### src/rtl/switch_debounce.sv
`default_nettype none
// ============================================================================
//  Module      : switch_debounce
//  Description : Synchronises and debounces the raw board slide switches for
//                the processor's general-purpose input port. Each channel has
//                a SYNC_STAGES-deep synchroniser followed by a debounce
//                counter. A new level is accepted only after DB_COUNT
//                consecutive enabled samples that differ from the current
//                output.
//  Ports       : clk        - system clock, rising edge
//                rst        - asynchronous reset, active low
//                sample_en  - debounce sample strobe
//                sw_in      - raw asynchronous switch levels [WIDTH]
//                sw_out     - debounced levels [WIDTH]
//                sw_rise    - one-cycle pulse, sw_out bit went 0->1 [WIDTH]
//                sw_fall    - one-cycle pulse, sw_out bit went 1->0 [WIDTH]
//                changed    - one-cycle pulse, any sw_out bit changed
//                stable     - all channels settled, no change pending
//  Revision    : 1.0 - initial release
// ============================================================================
module switch_debounce #(
  parameter int WIDTH       = 5,
  parameter int SYNC_STAGES = 2,
  parameter int DB_COUNT    = 50
) (
  input  logic             clk,
  input  logic             rst,
  input  logic             sample_en,
  input  logic [WIDTH-1:0] sw_in,
  output logic [WIDTH-1:0] sw_out,
  output logic [WIDTH-1:0] sw_rise,
  output logic [WIDTH-1:0] sw_fall,
  output logic             changed,
  output logic             stable
);

  localparam int                 c_cnt_w    = $clog2(DB_COUNT + 1);
  localparam logic [c_cnt_w-1:0] c_cnt_last = c_cnt_w'(DB_COUNT - 1);
  localparam logic [c_cnt_w-1:0] c_cnt_one  = c_cnt_w'(1);

  // Reject configurations that cannot work at elaboration time.
  if (SYNC_STAGES < 2) begin : g_bad_sync_stages
    $error("switch_debounce: SYNC_STAGES must be >= 2");
  end
  if (DB_COUNT < 1) begin : g_bad_db_count
    $error("switch_debounce: DB_COUNT must be >= 1");
  end

  // --------------------------------------------------------------------------
  // Synchroniser: free-running shift, independent of sample_en.
  // --------------------------------------------------------------------------
  logic [SYNC_STAGES-1:0][WIDTH-1:0] r_sync;
  logic [WIDTH-1:0]                  w_s;

  always_ff @(posedge clk or negedge rst) begin
    if (!rst) begin
      r_sync <= '0;
    end else begin
      r_sync <= {r_sync[SYNC_STAGES-2:0], sw_in};
    end
  end

  assign w_s = r_sync[SYNC_STAGES-1];

  // --------------------------------------------------------------------------
  // Per-channel debounce counters.
  // --------------------------------------------------------------------------
  logic [WIDTH-1:0] r_out;
  logic [WIDTH-1:0] w_flip;
  logic [WIDTH-1:0] w_cnt_zero;

  for (genvar i = 0; i < WIDTH; i++) begin : g_chan
    logic [c_cnt_w-1:0] r_cnt;
    logic               w_diff;

    assign w_diff        = (w_s[i] != r_out[i]);
    // The final differing sample flips the output rather than incrementing,
    // so the counter never exceeds DB_COUNT-1.
    assign w_flip[i]     = sample_en && w_diff && (r_cnt == c_cnt_last);
    assign w_cnt_zero[i] = (r_cnt == '0);

    always_ff @(posedge clk or negedge rst) begin
      if (!rst) begin
        r_cnt <= '0;
      end else if (sample_en) begin
        if (!w_diff || (r_cnt == c_cnt_last)) begin
          r_cnt <= '0;
        end else begin
          r_cnt <= r_cnt + c_cnt_one;
        end
      end
    end
  end

  // --------------------------------------------------------------------------
  // Output level and edge pulses. A flipping bit always differs from its
  // current value, so XOR with w_flip loads the synchronised level.
  // w_flip is already gated by sample_en, so pulses drop to 0 when idle.
  // --------------------------------------------------------------------------
  logic [WIDTH-1:0] r_rise;
  logic [WIDTH-1:0] r_fall;
  logic             r_changed;

  always_ff @(posedge clk or negedge rst) begin
    if (!rst) begin
      r_out     <= '0;
      r_rise    <= '0;
      r_fall    <= '0;
      r_changed <= 1'b0;
    end else begin
      r_out     <= r_out ^ w_flip;
      r_rise    <= w_flip & w_s;
      r_fall    <= w_flip & ~w_s;
      r_changed <= |w_flip;
    end
  end

  assign sw_out  = r_out;
  assign sw_rise = r_rise;
  assign sw_fall = r_fall;
  assign changed = r_changed;
  // Decoded from flops only; a pending count or an unsettled input clears it.
  assign stable  = (w_s == r_out) && (&w_cnt_zero);

endmodule
`default_nettype wire

### config.mk
export PLATFORM = sky130hd
export DESIGN_NAME = switch_debounce
export DESIGN_NICKNAME = d
export VERILOG_FILES = /design/src/rtl/switch_debounce.sv
export SDC_FILE = /design/constraint.sdc
export NUM_CORES = 1
export LEC_CHECK = 0
export CAP_MARGIN = 20
export CORE_MARGIN = 5
export CORE_UTILIZATION = 39
export DETAILED_ROUTE_END_ITERATION = 7
export GPL_ROUTABILITY_DRIVEN = 0
export PLACE_DENSITY = 0.67
export SLEW_MARGIN = 20
export SYNTH_ARGS = -nofsm -noshare
export SYNTH_HDL_FRONTEND = slang
export SYNTH_SLANG_ARGS = --single-unit
export TNS_END_PERCENT = 50
### constraint.sdc
create_clock -name clk -period 2.65 [get_ports clk]
set_input_delay 0.53 -clock clk [delete_from_list [all_inputs] [get_ports clk]]
set_output_delay 0.53 -clock clk [all_outputs]
set_load 0.005 [all_outputs]
# Word-level counts from Yosys, hierarchy flattened
# Index checks and enable logic that the tools add are counted.
[word_totals] register_bits=56 inputBits=8 out_inout_bits=17 word_cells=64
[classes] add_sub_neg=5 n_eq_ne=11 mux=5 bitwise=4 n_reduce_logical=28
[op_table] operator="adder 6 x 1 -> 6 bit (second input constant)" count=5
[op_table] operator="equality test 6 bit (second input constant)" count=5
[op_table] operator="logical NOT 6 bit" count=5
[op_table] operator="two-way mux 6 bit" count=5
[op_table] operator="logical AND 1 bit" count=11
[op_table] operator="bitwise AND 5 bit" count=2
[op_table] operator="equality test 5 bit" count=1
[op_table] operator="logical NOT 1 bit" count=5
[op_table] operator="logical OR 1 bit" count=5
[op_table] operator="inequality test 1 bit" count=5
[op_table] operator="inverter 5 bit" count=1
[op_table] operator="AND reduction 5 bit" count=1
[op_table] operator="OR reduction 5 bit" count=1
[op_table] operator="XOR 5 bit" count=1

# Depth between registers and ports, before layout
# Gate-level depths: netlist (run 1).
[depth] depth_word=4 depth_mapped=6 depth_no_buf=6

# Worst setup path before layout (run 1)
# OpenSTA, ideal clock, no wires.
[synth_timing] kind="reg2out" from="register g_chan[0].r_cnt[0]" to="output stable" arrival_ns=1.247 required_ns=2.120 path_slack_ns=0.873 stages_incl_launch_ff=6 path_buffers=0 path_cell_list="dfrtp_1 > inv_1 > ha_1 > nor4b_1 > nand4_1 > nor4_1"
[synth_between] elab_chain_len=3
[synth_lines] element="start: declaration" line_no="73" rtl="logic [c_cnt_w-1:0] r_cnt;"
[synth_lines] element="start signal: assignment" line_no="89" rtl="r_cnt <= r_cnt + c_cnt_one;"
[synth_lines] element="logical NOT 6 bit" line_no="80" rtl="assign w_cnt_zero[i] = (r_cnt == '0);"
[synth_lines] element="AND reduction 5 bit" line_no="123" rtl="assign stable = (w_s == r_out) && (&w_cnt_zero);"
[synth_lines] element="logical AND 1 bit" line_no="123"
[synth_lines] element="end: declaration" line_no="34" rtl="output logic stable"
# Every way passes these cells.

# Final worst setup path (run 1)
# Same ends and word-level chain as after synthesis.

==> reports/results.tsv, run 1 <==
metric	value	unit
hold_viol_final	0	
yosys.area_share.xor_xnor	5.73	%
required	2.12	ns
place_area	3030	µm²
h-tree-depth	2	
grt.total_usage	12.3	%
crit_fanout	4	
yosys.cell_count.top_type	dfrtp_1	
cts_sinks	56	
synth_top_area_share	52.2	%
gr-total-overflow	0	
reg2reg_slack	0.99	ns
grt_pass1_vias	1778	
peakVddDrop	0.192	mV
synth_largest_area_cell	dfrtp_1	
synth_compound_area_share	10.1	%
final_max_slew_viol_count	0	
skew	0.0121	ns
layout.nets	292	
cts_setup_buffers	0	
cts_made_buffers	5	
worstMarginPinSlew	0.686	ns
leakagePower	0.00135	µW
reg2reg_to	changed	
hp-class	in2async	
switching_share	27.9	%
cts_tree	built	
worstPathArrival	1.93	ns
critPathCaptureType	output pin	
p_switching	458	µW
setup_viol	0	
min_period	2.46	ns
p_clk_share	28.6	%
core-area	6760	µm²
cp-startpoint	g_chan[0].r_cnt[0]	
die_w	93.0	µm
vias	1817	
initial_core_util	39.7	%
ctsHoldBuffers	0	
routed_wl	4.86	mm
netlist_instances	239	
outcome	finished clean	
synth_edf_count	0	
dieArea	8640	µm²
wl_per_cell	13.9	µm
synth_area_leaders	dfrtp_1 (52%), ha_1 (7.0%), nor3b_1 (2.8%)	
path_class	reg2out	
reg2reg_from	g_chan[3].r_cnt[1]	
synthAdderAreaFrac	6.99	%
ff2ff_path_depth	6	
dp_cells	342	
clock.fmax	406	MHz
rsz0062_at_grt	false	
p_per_area	526	nW/µm²
io-pin-count	25	
die_h	93.0	µm
endpoint	stable	
synth_ff_type	dfrtp_1	
drive_gt1_share	10.4	%
route.met2.wl	2.34	mm
fin_cells	350	
clk_pin_slew	0.09	ns
antenna_cells	0	
max-slew-margin-rel	54.2	%
drc	0	
portBuffers	24	
synth_warnings	0	
tns	0	ns
dp_hpwl	3.50	mm
synth_seq_cells	56	
ys_top_cells_by_count	dfrtp_1 (56), nand2_1 (19), ha_1 (15)	
grt_pass1_wl	8.45	mm
highest_layer	met4	
synth_cell_types	36	
design_area	3120	µm²
clock_latency	0.32	ns
clockRootBuffer	clkbuf_8	
synthMuxAreaShare	3.08	%
syn-num-nets	262	
syn_to_final_growth	16.2	%
synth_top_family_by_area	simple AND/OR/NAND/NOR gates	
met3_length	150	µm
first_pass_iters	4	
routed_via_density	5.19	
antenna_found_initial	0	
ys_async_sr_fraction	100	%
grt_max_degree	57	
startpoint_type	flip-flop	
yosys.area_share.simple	18.9	%
clock_path_buffers	2	
seq_area_frac_synth	52.2	%
comb_power_share	12.8	%
initialDrtViolationCount	82	
postSynthAreaPerCell	11.2	µm²
p_int	1180	µW
total_power	1640	µW
wl_met1	2.29	mm
syn_area	2690	µm²
num_rows	30	
finalCritPeriodShare	93.0	%
seqPwrFrac	58.6	%
maxCapViolCount	0	
ant_nets	0	
[power by group through the flow]
stage	registers, µW	clock network, µW	logic (µW)
CTS	961	485	213
finish	961	469	211
detailed placement	978	0	210
floorplan	965	0	144
global placement	975	0	203
global route	970	525	244
[registers in the layout, summed over array words and instances (netlist names)]
| name | cells |
|---|---|
| r_sync | 5 |
| sw_rise | 5 |
| sw_out | 5 |
| w_s | 5 |
| changed | 1 |
| g_chan.r_cnt | 30 |
| sw_fall | 5 |
[cell type report]
type | instances | area (µm²)
flip-flops and latches | 56 | 1400
repair buffers | 29 | 272
clock inverters | 2 | 13.8
well taps | 80 | 100
fillers | 655 | 3640
clock buffers | 6 | 72.6
inverters | 14 | 52.6
multi-input cells | 163 | 1210
[metrics by stage]
stage	worst slack (ns)	hold WS, ns	utilization (%)
after floorplan	0.873	0.234	-
after global routing	0.0589	0.370	46.2
after global placement	0.171	0.332	44.8
after CTS	0.193	0.355	46.2
after detailed placement	0.218	0.335	44.8
final	0.187	0.331	46.2
[logic make-up (layout without fill, tap and decap cells)]
| family | count (synthesis) | after routing |
|---|---|---|
| simple gates | 82 | 82 |
| xor+xnor | 15 | 15 |
| mux | 7 | 7 |
| fa+ha+maj | 15 | 15 |
| buf+inv | 20 | 51 |
| compound gates | 44 | 44 |
| flops | 56 | 56 |
[critical path, stage by stage (launching register included)]
cell and delay (ns):
dfrtp_1 0.43, inv_1 0.11, ha_1 0.14, nor4b_1 0.22, nand4_1 0.15, nor4_2 0.30
dlygate4sd2_1 0.28
[per-layer routing]
metal	GRT usage, %	vias to the layer above
li1	-	899
met1	16.3	885
met2	19.6	26
met3	3.06	7
met4	4.76	0
met5	0	-
[worst min-delay path by stage]
stage              start        end  slack (ns)  depth (start not counted)
2_1_floorplan        rst    changed        0.23                          0
3_3_place_gp   r_sync[0]     w_s[0]        0.33                          0
3_5_place_dp   r_sync[3]     w_s[3]        0.33                          0
4_1_cts        r_sync[3]     w_s[3]        0.35                          0
5_1_grt        r_sync[4]     w_s[4]        0.37                          0
6_report             rst  r_sync[0]        0.33                          2
[cells in the final DEF, fill, tap and decap left out, drive strengths merged, types with 2 or more instances in the layout]
master	count
nor2	13
nor4b	2
buf	6
dfrtp	56
o31ai	3
xnor2	10
o21ai	11
nand3	9
nand2	19
nand4	9
and2	2
nand3b	5
clkbuf	6
nor3b	10
o22ai	10
clkdlybuf4s50	22
xor2	5
and3	4
nor4	4
a21oi	14
ha	15
inv	15
a21o	3
mux2	7
a41o	2
[repair_timing]
action                                 CTS  global route
endpoints found under the hold margin    0             0
setup endpoints to repair                1             0
resized for setup                        2             0
No activity file was read; power rests on OpenSTA's default activity.
==> run 2, diff against run 1 <==
- GPL_TIMING_DRIVEN: unset -> 0
==> run 2 against run 1 <==
Clock skew is 0.0046 ns lower. Maximum frequency is 1.9% higher. Non-clock buffer count is 1 higher. Sequential cell count stayed put. Clock power hardly changed.
==> reports/results.tsv, run 2 (synthesis gave the netlist of run 1 again) <==
metric	value	unit	change
outcome	finished clean		unchanged
crit_fanout	4		unchanged
critPathCaptureType	output pin		unchanged
portBuffers	24		unchanged
maxCapViolCount	0		unchanged
clock_path_buffers	2		unchanged
peakVddDrop	0.243	mV	was 0.192 mV
worstPathArrival	1.89	ns	was 1.93 ns
cts_made_buffers	5		unchanged
io-pin-count	25		unchanged
reg2reg_from	g_chan[3].r_cnt[1]		unchanged
core-area	6760	µm²	unchanged
final_common_cell	dfrtp_1		unchanged
finalCritPeriodShare	91.2	%	was 93.0%
routed_wl	5.23	mm	was 4.86 mm
initialDrtViolationCount	93		was 82
h-tree-depth	2		unchanged
dp_hpwl	3.68	mm	was 3.50 mm
clockRootBuffer	clkbuf_8		unchanged
p_per_area	526	nW/µm²	about the same
final_max_slew_viol_count	0		unchanged
ff2ff_path_depth	6		unchanged
layout.nets	293		was 292
grt_max_degree	57		unchanged
gr-total-overflow	0		unchanged
grt_pass1_vias	1902		was 1778
cts_sinks	56		unchanged
antenna_cells	0		unchanged
clk_pin_slew	0.10	ns	was 0.09 ns
required	2.12	ns	about the same
hold_viol_final	0		unchanged
routed_via_density	5.31		was 5.19
n_fill_cell	658		was 655
drive_gt1_share	12.2	%	was 10.4%
antenna_found_initial	0		unchanged
worstMarginPinSlew	0.684	ns	was 0.686 ns
die_h	93.0	µm	unchanged
tns	0	ns	unchanged
final_cell_mix	dfrtp_1 (56), clkdlybuf4s50_1 (22), nand2_1 (19), ha_1 (15)		unchanged
min_period	2.42	ns	was 2.46 ns
top_register	g_chan.r_cnt		unchanged
skew	0.00752	ns	was 0.0121 ns
pre_cts_ws	0.0949	ns	was 0.218 ns
first_pass_iters	4		unchanged
holdWs	0.244	ns	was 0.331 ns
drc	0		unchanged
reg2reg_to	changed		unchanged
path_class	reg2out		unchanged
cts_setup_buffers	0		unchanged
grt_pass1_wl	9.25	mm	was 8.45 mm
fin_ws	0.233	ns	was 0.187 ns
largest_reg_flops	30		unchanged
ant_nets	0		unchanged
wl_per_cell	14.9	µm	was 13.9 µm
vias	1863		was 1817
clock.fmax	414	MHz	was 406 MHz
syn_to_final_growth	16.9	%	was 16.2%
die_w	93.0	µm	unchanged
leakagePower	0.00136	µW	was 0.00135 µW
hp-class	in2async		unchanged
rsz0062_at_grt	false		unchanged
startpoint_type	flip-flop		unchanged
cts_tree	built		unchanged
setup_viol	0		unchanged
grt.total_usage	13.5	%	was 12.3%
max-slew-margin-rel	54.4	%	was 54.2%
initial_core_util	39.7	%	unchanged
num_rows	30		unchanged
reg2reg_slack	1.01	ns	was 0.99 ns
dieArea	8640	µm²	unchanged
clock_latency	0.31	ns	was 0.32 ns
[run 2: changes by cell type in the layout (fill, tap and decap cells not counted)]
cell	change
clkbuf_1	-1
nor4b_1	-1
clkinvlp_4	+1
xnor2_1	-2
xnor2_2	+2
nor4b_2	+1
buf_4	-4
buf_2	+5
[run 2: what timing repair did]
item | 4_1_cts | 5_1_grt
hold buffers | 0 | 0
gates resized for setup | 4 | 1
pin swaps | 1 | 0
endpoints found under the setup margin | 1 | 1
[run 2: layout make-up]
cell class	count	area [µm²]	share of cell area [%]
Sequential cell	56	1400	44.6
Multi-Input combinational cell	163	1230	39.1
Timing Repair Buffer	24	236	7.53
Tap cell	80	100	3.19
Clock buffer	5	68.8	2.19
Inverter	14	52.6	1.67
Buffer	6	30.0	0.957
Clock inverter	3	21.3	0.678
[run 2: report_power, final]
| part | internal [µW] | leakage (µW) | switching (µW) |
|---|---|---|---|
| logic | 92.6 | 0.000570 | 122 |
| clock network | 188 | 0.0000445 | 284 |
| registers | 902 | 0.000746 | 62.1 |
[run 2: worst max path at each step]
stage / startpoint / to / slack (ns) / cells past startpoint
6_report: g_chan[0].r_cnt[0] / stable / 0.23 / 6
5_1_grt: g_chan[0].r_cnt[0] / stable / 0.1 / 6
3_5_place_dp: g_chan[0].r_cnt[0] / stable / 0.09 / 6
2_1_floorplan: g_chan[0].r_cnt[0] / stable / 0.87 / 5
4_1_cts: g_chan[2].r_cnt[1] / stable / 0.19 / 6
3_3_place_gp: rst / r_sync[2] / -0.73 / 1
[run 2: critical path, cell delays in order, from the launching register on]
cell and delay, ns:
dfrtp_1 0.42, inv_1 0.11, ha_1 0.15, nor4b_1 0.24, nand4_1 0.18, nor4_2 0.20, dlygate4sd2_1 0.27
[run 2: layer usage]
metal	up-vias	track usage (%)	part of all wire (%)
met5	-	0	0
met3	6	2.90	4.1
met2	28	22.7	50
met4	0	4.52	1.4
li1	904	-	-
met1	925	17.3	44
[run 2: through the flow]
stage | cell area [µm²] | cells | total power [µW] | util [%]
2_1_floorplan | 2690 | 239 | 1110 | -
3_3_place_gp | 3030 | 343 | 1180 | 44.8
3_5_place_dp | 3020 | 343 | 1190 | 44.7
4_1_cts | 3130 | 351 | 1670 | 46.4
5_1_grt | 3140 | 351 | 1740 | 46.5
6_report | 3140 | 351 | 1650 | 46.5
==> run 3, diff against run 2 <==
- CTS_CLUSTER_DIAMETER: unset -> 60
- HOLD_SLACK_MARGIN: unset -> 0.03
==> results of run 3 <==
Final layout, timing and power as in run 2 (identical DEF).
